[src/rtl/alu_pkg.sv]
// Shared opcode map and control-FSM encoding for the sequential ALU.
package alu_pkg;

  localparam logic [4:0] OP_ADD     = 5'b00011;
  localparam logic [4:0] OP_SUB     = 5'b00100;
  localparam logic [4:0] OP_SHR     = 5'b00101;
  localparam logic [4:0] OP_SHL     = 5'b00110;
  localparam logic [4:0] OP_ROR     = 5'b00111;
  localparam logic [4:0] OP_ROL     = 5'b01000;
  localparam logic [4:0] OP_AND     = 5'b01001;
  localparam logic [4:0] OP_OR      = 5'b01010;
  localparam logic [4:0] OP_AND_ALT = 5'b01100;
  localparam logic [4:0] OP_OR_ALT  = 5'b01101;
  localparam logic [4:0] OP_MUL     = 5'b01110;
  localparam logic [4:0] OP_DIV     = 5'b01111;
  localparam logic [4:0] OP_NEG     = 5'b10000;
  localparam logic [4:0] OP_NOT     = 5'b10001;

  typedef enum logic [1:0] {IDLE, RUN, FIX} state_e;

  function automatic logic is_long(input logic [4:0] op);
    return (op == OP_MUL) || (op == OP_DIV);
  endfunction

endpackage

[src/rtl/alu_muldiv_iter.sv]
// Iterative signed multiply / restoring divide on operand magnitudes; one
// iteration per step, sign correction applied combinationally on the results.
module alu_muldiv_iter #(
  parameter int WIDTH = 32
) (
  input  logic             clk,
  input  logic             clr,
  input  logic             load,
  input  logic             is_div,
  input  logic             step,
  input  logic [WIDTH-1:0] a,
  input  logic [WIDTH-1:0] b,
  output logic             last,
  output logic [WIDTH-1:0] res_hi,
  output logic [WIDTH-1:0] res_lo,
  output logic             res_dz
);

  localparam int CW = $clog2(WIDTH);

  logic             div_q, div_d, neg_a_q, neg_a_d, neg_b_q, neg_b_d, zero_q, zero_d;
  logic [WIDTH-1:0] a_q, a_d, mag_q, mag_d, hi_q, hi_d, lo_q, lo_d;
  logic [CW-1:0]    cnt_q, cnt_d;
  logic [WIDTH:0]   sum, shifted;
  logic [WIDTH+1:0] diff;
  logic [2*WIDTH-1:0] prod;

  function automatic logic [WIDTH-1:0] abs_val(input logic [WIDTH-1:0] x);
    return x[WIDTH-1] ? (~x + 1'b1) : x;
  endfunction

  // MUL: {hi,lo} holds partial product with multiplier in lo.
  // DIV: hi is the running remainder, lo shifts dividend out / quotient in.
  always_comb begin
    sum     = {1'b0, hi_q} + (lo_q[0] ? {1'b0, mag_q} : '0);
    shifted = {hi_q, lo_q[WIDTH-1]};
    diff    = {1'b0, shifted} - {2'b00, mag_q};
    div_d   = div_q;
    neg_a_d = neg_a_q;
    neg_b_d = neg_b_q;
    zero_d  = zero_q;
    a_d     = a_q;
    mag_d   = mag_q;
    hi_d    = hi_q;
    lo_d    = lo_q;
    cnt_d   = cnt_q;
    if (load) begin
      div_d   = is_div;
      neg_a_d = a[WIDTH-1];
      neg_b_d = b[WIDTH-1];
      zero_d  = (b == '0);
      a_d     = a;
      mag_d   = is_div ? abs_val(b) : abs_val(a);
      hi_d    = '0;
      lo_d    = is_div ? abs_val(a) : abs_val(b);
      cnt_d   = '0;
    end else if (step) begin
      cnt_d = cnt_q + 1'b1;
      if (div_q) begin
        hi_d = diff[WIDTH+1] ? shifted[WIDTH-1:0] : diff[WIDTH-1:0];
        lo_d = {lo_q[WIDTH-2:0], ~diff[WIDTH+1]};
      end else begin
        hi_d = sum[WIDTH:1];
        lo_d = {sum[0], lo_q[WIDTH-1:1]};
      end
    end
  end

  always_comb begin
    last   = (cnt_q == CW'(WIDTH - 1));
    prod   = {hi_q, lo_q};
    res_dz = 1'b0;
    if (div_q) begin
      if (zero_q) begin
        res_hi = a_q;
        res_lo = '1;
        res_dz = 1'b1;
      end else begin
        res_hi = neg_a_q ? (~hi_q + 1'b1) : hi_q;
        res_lo = (neg_a_q ^ neg_b_q) ? (~lo_q + 1'b1) : lo_q;
      end
    end else begin
      if (neg_a_q ^ neg_b_q) prod = ~prod + 1'b1;
      res_hi = prod[2*WIDTH-1:WIDTH];
      res_lo = prod[WIDTH-1:0];
    end
  end

  always_ff @(posedge clk or negedge clr) begin
    if (!clr) begin
      div_q   <= 1'b0;
      neg_a_q <= 1'b0;
      neg_b_q <= 1'b0;
      zero_q  <= 1'b0;
      a_q     <= '0;
      mag_q   <= '0;
      hi_q    <= '0;
      lo_q    <= '0;
      cnt_q   <= '0;
    end else begin
      div_q   <= div_d;
      neg_a_q <= neg_a_d;
      neg_b_q <= neg_b_d;
      zero_q  <= zero_d;
      a_q     <= a_d;
      mag_q   <= mag_d;
      hi_q    <= hi_d;
      lo_q    <= lo_d;
      cnt_q   <= cnt_d;
    end
  end

endmodule

[src/rtl/alu_seq.sv]
// Registered ALU: single-cycle logic/shift/add ops in IDLE, MUL/DIV handed to
// the iterative datapath behind a start/busy/done handshake.
module alu_seq
  import alu_pkg::*;
#(
  parameter int WIDTH = 32
) (
  input  logic             clk,
  input  logic             clr,
  input  logic             start,
  input  logic [4:0]       opcode,
  input  logic [WIDTH-1:0] a,
  input  logic [WIDTH-1:0] b,
  output logic             busy,
  output logic             done,
  output logic [WIDTH-1:0] zhi,
  output logic [WIDTH-1:0] zlo,
  output logic             dz
);

  localparam int SW = $clog2(WIDTH);

  state_e           state_q, state_d;
  logic             accept, long_op, load, step, fix, last, md_dz;
  logic             dz_q, dz_d, done_q, done_d;
  logic [WIDTH-1:0] zhi_q, zhi_d, zlo_q, zlo_d, sc_res, md_hi, md_lo;
  logic [SW-1:0]    sh;

  assign long_op = is_long(opcode);
  assign accept  = (state_q == IDLE) && start;

  always_ff @(posedge clk or negedge clr) begin
    if (!clr) state_q <= IDLE;
    else      state_q <= state_d;
  end

  always_comb begin
    state_d = state_q;
    case (state_q)
      IDLE:    if (accept && long_op) state_d = RUN;
      RUN:     if (last) state_d = FIX;
      FIX:     state_d = IDLE;
      default: state_d = IDLE;
    endcase
  end

  always_comb begin
    busy = (state_q != IDLE);
    load = accept && long_op;
    step = (state_q == RUN);
    fix  = (state_q == FIX);
  end

  alu_muldiv_iter #(.WIDTH(WIDTH)) u_muldiv (
    .clk    (clk),
    .clr    (clr),
    .load   (load),
    .is_div (opcode == OP_DIV),
    .step   (step),
    .a      (a),
    .b      (b),
    .last   (last),
    .res_hi (md_hi),
    .res_lo (md_lo),
    .res_dz (md_dz)
  );

  // Shifting by WIDTH yields zero, so a zero rotate amount returns a intact.
  always_comb begin
    sh     = b[SW-1:0];
    sc_res = '0;
    case (opcode)
      OP_ADD:             sc_res = a + b;
      OP_SUB:             sc_res = a - b;
      OP_SHR:             sc_res = a >> sh;
      OP_SHL:             sc_res = a << sh;
      OP_ROR:             sc_res = (a >> sh) | (a << (WIDTH - int'(sh)));
      OP_ROL:             sc_res = (a << sh) | (a >> (WIDTH - int'(sh)));
      OP_AND, OP_AND_ALT: sc_res = a & b;
      OP_OR, OP_OR_ALT:   sc_res = a | b;
      OP_NEG:             sc_res = '0 - a;
      OP_NOT:             sc_res = ~a;
      default:            sc_res = '0;
    endcase
  end

  always_comb begin
    zhi_d  = zhi_q;
    zlo_d  = zlo_q;
    dz_d   = dz_q;
    done_d = 1'b0;
    if (accept && !long_op) begin
      zhi_d  = '0;
      zlo_d  = sc_res;
      dz_d   = 1'b0;
      done_d = 1'b1;
    end else if (fix) begin
      zhi_d  = md_hi;
      zlo_d  = md_lo;
      dz_d   = md_dz;
      done_d = 1'b1;
    end
  end

  always_ff @(posedge clk or negedge clr) begin
    if (!clr) begin
      zhi_q  <= '0;
      zlo_q  <= '0;
      dz_q   <= 1'b0;
      done_q <= 1'b0;
    end else begin
      zhi_q  <= zhi_d;
      zlo_q  <= zlo_d;
      dz_q   <= dz_d;
      done_q <= done_d;
    end
  end

  assign zhi  = zhi_q;
  assign zlo  = zlo_q;
  assign dz   = dz_q;
  assign done = done_q;

endmodule
[config.mk]
export PLATFORM = sky130hd
export DESIGN_NAME = alu_seq
export DESIGN_NICKNAME = d
export VERILOG_FILES = /design/src/rtl/alu_pkg.sv /design/src/rtl/alu_muldiv_iter.sv /design/src/rtl/alu_seq.sv
export SDC_FILE = /design/constraint.sdc
export NUM_CORES = 2
export LEC_CHECK = 0
export CAP_MARGIN = 40
export CELL_PAD_IN_SITES_DETAIL_PLACEMENT = 1
export CELL_PAD_IN_SITES_GLOBAL_PLACEMENT = 1
export CORE_ASPECT_RATIO = 0.5
export CORE_MARGIN = 5
export CORE_UTILIZATION = 34
export DETAILED_ROUTE_END_ITERATION = 12
export PLACE_DENSITY = 0.67
export SLEW_MARGIN = 20
export SYNTH_ARGS = -nofsm -noshare
export SYNTH_HDL_FRONTEND = slang
export SYNTH_SLANG_ARGS = --single-unit
[constraint.sdc]
create_clock -name clk -period 5.6 [get_ports clk]
set_input_delay 1.4 -clock clk [delete_from_list [all_inputs] [get_ports clk]]
set_output_delay 1.4 -clock clk [all_outputs]
set_load 0.05 [all_outputs]
==> reports/qor_table.md <==
| Step | Item | This run |
|---|---|---|
| synthesis | Asr flop ratio synth | 1.00 |
| die | DIE HEIGHT | 207 um |
| pwr | Static leakage power | 13.7 nW |
| pwr | Max rail drop VDD | 0.218 mV |
| detailed routing | Max layer used | met4 |
| placement | Port Buffer Count | 138 |
| clock network | Clock slew seen by the registers of the worst setup and hold paths | 0.07 ns |
| sta | Transition at the pin with the smallest max-transition slack | 0.968 ns |
| finish | Most common cell after layout, fill and taps aside | sky130_fd_sc_hd__nand2_1 |
| finish | Ratio of cells with drive above 1 in the final layout | 0.136 |
| die | Die ar. | 0.0834 mm2 |
| critical path | CP required | 6.11 ns |
| detailed routing | Met1 Wirelength | 67200 um |
| detailed routing | Number of iterations in the first detailed-routing pass | 5 |
| clock network | TritonCTS clock tree | done |
| synthesis | Post-synth net total | 3862 |
| sta | Final worst path period share | 0.977 |
| sta | Slew Limit Fails | 0 |
| detailed routing | Average via count per standard cell | 6.09 |
| run status | Outcome | completed |
| synthesis | Post-synthesis cell count | 3681 |
| sta | Final worst-path setup slack | 0.129 ns |
| detailed routing | Routed via count | 30100 |
| synthesis | Count of flip-flops with a built-in enable after synthesis | 0 |
| detailed routing | Routed length on met2 | 59300 um |
| synthesis | Adder and majority cell fraction of the synthesized area | 0.0527 |
| finish | Commonest cells after routing, fill and taps aside | 588 x sky130_fd_sc_hd__nand2_1, 356 x sky130_fd_sc_hd__o21ai_0, 337 x sky130_fd_sc_hd__buf_4 |
| sta | Layout Skew | 0.0175 ns |
| detailed routing | Average wire length per cell after detail routing | 28.4 um |
| synthesis | Dominant combinational cell family by area after synthesis | compound AO/OA/AOI/OAI gates |
| sta | Headroom to the max-slew limit | 0.348 |
| detailed routing | Number of remaining DRC errors | 0 |
| sta | Minimum period implied by the final worst setup slack | 5.47 ns |
| synthesis | Main flop type after synthesis | sky130_fd_sc_hd__dfrtp_1 |
| global routing | GRT Util Overall | 0.325 |
| clock network | H-tree depth | 1 |
| pwr | Total power divided by cell area | 419 mW/mm2 |
| placement | Post-Place Worst Slack | -0.738 ns |
| detailed routing | Antenna-violating nets left | 0 |
| die | Core Footprint | 0.0770 mm2 |
| synthesis | Yosys cell types | 89 |
| pwr | Total Power Consumption | 13.3 mW |
| placement | Detail Placement HPWL | 109000 um |
| synthesis | Yosys warnings | 0 |
| critical path | Arrival @ worst endpoint | 5.98 ns |
| finish | Layout filler cell count | 9518 |
| synthesis | Flip-flop and latch count after synthesis | 204 |
| synthesis | Simple-gate share of the synthesized area | 0.211 |
| finish | Number of nets in the finished design | 4066 |
| finish | Area delta synth->final | 20.6% |
| critical path | Crit end category | flop |
| clock network | Cell chosen for the clock root | sky130_fd_sc_hd__clkbuf_16 |
| synthesis | Combined area of all synthesized cells | 0.0263 mm2 |
| critical path | Kind of launch point of the worst setup path | input port |
| die | Number of standard-cell rows in the floorplan | 72 |
| clock network | Source-to-sink clock delay at the later pin of the worst-skew pair | 0.58 ns |
| critical path | Type of the worst setup path | in -> reg |
| clock network | Quantity of hold-fixing buffers added after cts | 0 |
| synthesis | Mux cell area share after synthesis | 0.125 |
| die | Die X | 404 um |
| synthesis | Mean instance size in the synthesized netlist | 7.15 um2 |
| sta | Setup violation total in the final timing report | 0 |
| clock network | Number of clock sinks seen by CTS | 204 |
| global routing | Largest net degree at the start of global routing | 100 |
| die | I/O pins | 139 |
| global routing | Wire length of the first global-routing pass | 205000 um |
| synthesis | Post-Synth XOR/XNOR Area | 0.0955 |
| synthesis | Compound-cell area share of the yosys netlist | 0.264 |
| placement | Routability Congestion | 0.937 |
| sta | Upper clock frequency limit | 183 MHz |
| detailed routing | Initial DRC Count | 2935 |
| clock network | Number of buffers created by CTS | 26 |
| detailed routing | Met3 layer wire length in the routed design | 10000 um |
| sta | Endpoints failing hold | 0 |
| clock network | Bufs on Longest Clock Path | 3 |
| global routing | Number of global-route vias before repair | 29800 |
| detailed routing | Routed wire length | 140000 um |
| critical path | Crit Path Max Fanout | 3 |
| global routing | GRT overflow | 0 |
| die | Initial Util | 0.342 |
| synthesis | Share of the yosys chip area belonging to registers | 0.194 |
| flow run | Max Cap Violations | 0 |
| global routing | Number of antenna violations at the first check in global routing | 3 |
| hold path | Class of the worst hold path | reg -> reg |
power by group:
group          internal (mW)  switching [mW]
clock network           1.13           0.756
registers               1.98           0.847
logic                   3.38            5.21
total                   6.49            6.82
worst max-delay path, cell delays in order:
cell and delay, ns:
sky130_fd_sc_hd__clkdlybuf4s50_1 0.42, sky130_fd_sc_hd__or4_4 0.52, sky130_fd_sc_hd__or4_4 0.59, sky130_fd_sc_hd__nand2b_4 0.17
sky130_fd_sc_hd__or3_4 0.34, sky130_fd_sc_hd__or4_4 0.44, sky130_fd_sc_hd__nand2_2 0.10, sky130_fd_sc_hd__xor2_2 0.16
sky130_fd_sc_hd__ha_1 0.27, sky130_fd_sc_hd__a21oi_2 0.19, sky130_fd_sc_hd__o21ai_2 0.07, sky130_fd_sc_hd__a21o_1 0.18
sky130_fd_sc_hd__a21o_1 0.18, sky130_fd_sc_hd__a221oi_2 0.28, sky130_fd_sc_hd__buf_4 0.18, sky130_fd_sc_hd__nand2b_1 0.09
sky130_fd_sc_hd__mux2_2 0.27, sky130_fd_sc_hd__o21ai_1 0.11
timing repair:
action,CTS,global route
gates resized for setup,2,19
endpoints found under the setup margin,1,10
pin swaps,0,13
setup buffers,0,3
cloned,0,0
cell families (layout without fill, tap and decap cells):
kind of cell	after synthesis	count (layout)
AND/OR/NAND/NOR	1267	1267
multiplexers	292	292
AO/OA/AOI/OAI	1122	1122
other	0	2
buffers and inverters	400	622
flip-flops	204	204
adder cells (fa/ha/maj)	109	109
XOR/XNOR	287	287
state kept, by name, summed over array words and instances (netlist names):
| name | flops |
|---|---|
| u_muldiv.neg_b_q | 1 |
| u_muldiv.zero_q | 1 |
| u_muldiv.neg_a_q | 1 |
| done | 1 |
| state_q | 2 |
| u_muldiv.mag_q | 32 |
| zhi | 32 |
| dz | 1 |
| u_muldiv.a_q | 31 |
| u_muldiv.div_q | 1 |
| u_muldiv.cnt_q | 5 |
| u_muldiv.hi_q | 32 |
| u_muldiv.lo_q | 32 |
| zlo | 32 |
synthesized netlist by cell type (39+ instances only):
cell type | n | area [um2]
sky130_fd_sc_hd__clkbuf_1 | 257 | 965
sky130_fd_sc_hd__o21ai_0 | 361 | 1810
sky130_fd_sc_hd__a21o_1 | 39 | 293
sky130_fd_sc_hd__dfrtp_1 | 204 | 5100
sky130_fd_sc_hd__nor2_1 | 332 | 1250
sky130_fd_sc_hd__nor3_1 | 60 | 300
sky130_fd_sc_hd__buf_1 | 47 | 176
sky130_fd_sc_hd__or3_1 | 41 | 257
sky130_fd_sc_hd__nand2_1 | 590 | 2210
sky130_fd_sc_hd__nand3_1 | 79 | 395
sky130_fd_sc_hd__xnor2_1 | 165 | 1450
sky130_fd_sc_hd__a21oi_1 | 293 | 1470
sky130_fd_sc_hd__xor2_1 | 122 | 1070
sky130_fd_sc_hd__o211ai_1 | 72 | 541
sky130_fd_sc_hd__ha_1 | 106 | 1330
sky130_fd_sc_hd__mux2i_1 | 232 | 2320
sky130_fd_sc_hd__inv_1 | 87 | 327
area by class of cell:
class / count / area, um2 / share of cell area
flip-flops and latches: 204 / 5110 / 0.161
repair buffers: 486 / 4110 / 0.129
inverters: 90 / 343 / 0.0108
diodes: 2 / 5.00 / 0.000158
clock buffers: 34 / 721 / 0.0227
multi-input cells: 3077 / 20000 / 0.629
clock inverters: 12 / 199 / 0.00627
well taps: 1036 / 1300 / 0.0408
metal layers:
metal,up-vias,track usage
met3,203,0.0383
met1,15200,0.488
met4,0,0.0782
met5,-,0
met2,1090,0.497
li1,13600,-
path summary, 6_finish.rpt:
kind	startpoint	to	slack (ns)	depth (start not counted)
setup / recovery	b[10]	zlo[29]	0.13	18
hold / removal	u_muldiv.mag_q[13]	u_muldiv.mag_q[13]	0.48	2
setup reg to reg	u_muldiv.lo_q[0]	zhi[18]	1.46	11
hold reg to reg	u_muldiv.mag_q[13]	u_muldiv.mag_q[13]	0.48	2
max in group asynchronous	clr	u_muldiv.hi_q[25]	3.63	2
min in group asynchronous	clr	u_muldiv.lo_q[6]	0.88	1
metrics by stage:
stage          area (um2)  hold WS, ns  utilization  instances  TNS (ns)
2_1_floorplan       26400        0.441            -       3681     -2.03
3_3_place_gp        30500        0.458        0.396       4878     -6.49
3_5_place_dp        30600        0.466        0.398       4883     -6.21
4_1_cts             31600        0.480        0.410       4929         0
5_1_grt             31700        0.506        0.412       4939   -0.0139
6_report            31700        0.479        0.412       4941         0
No activity file was read; power rests on OpenSTA's default activity.
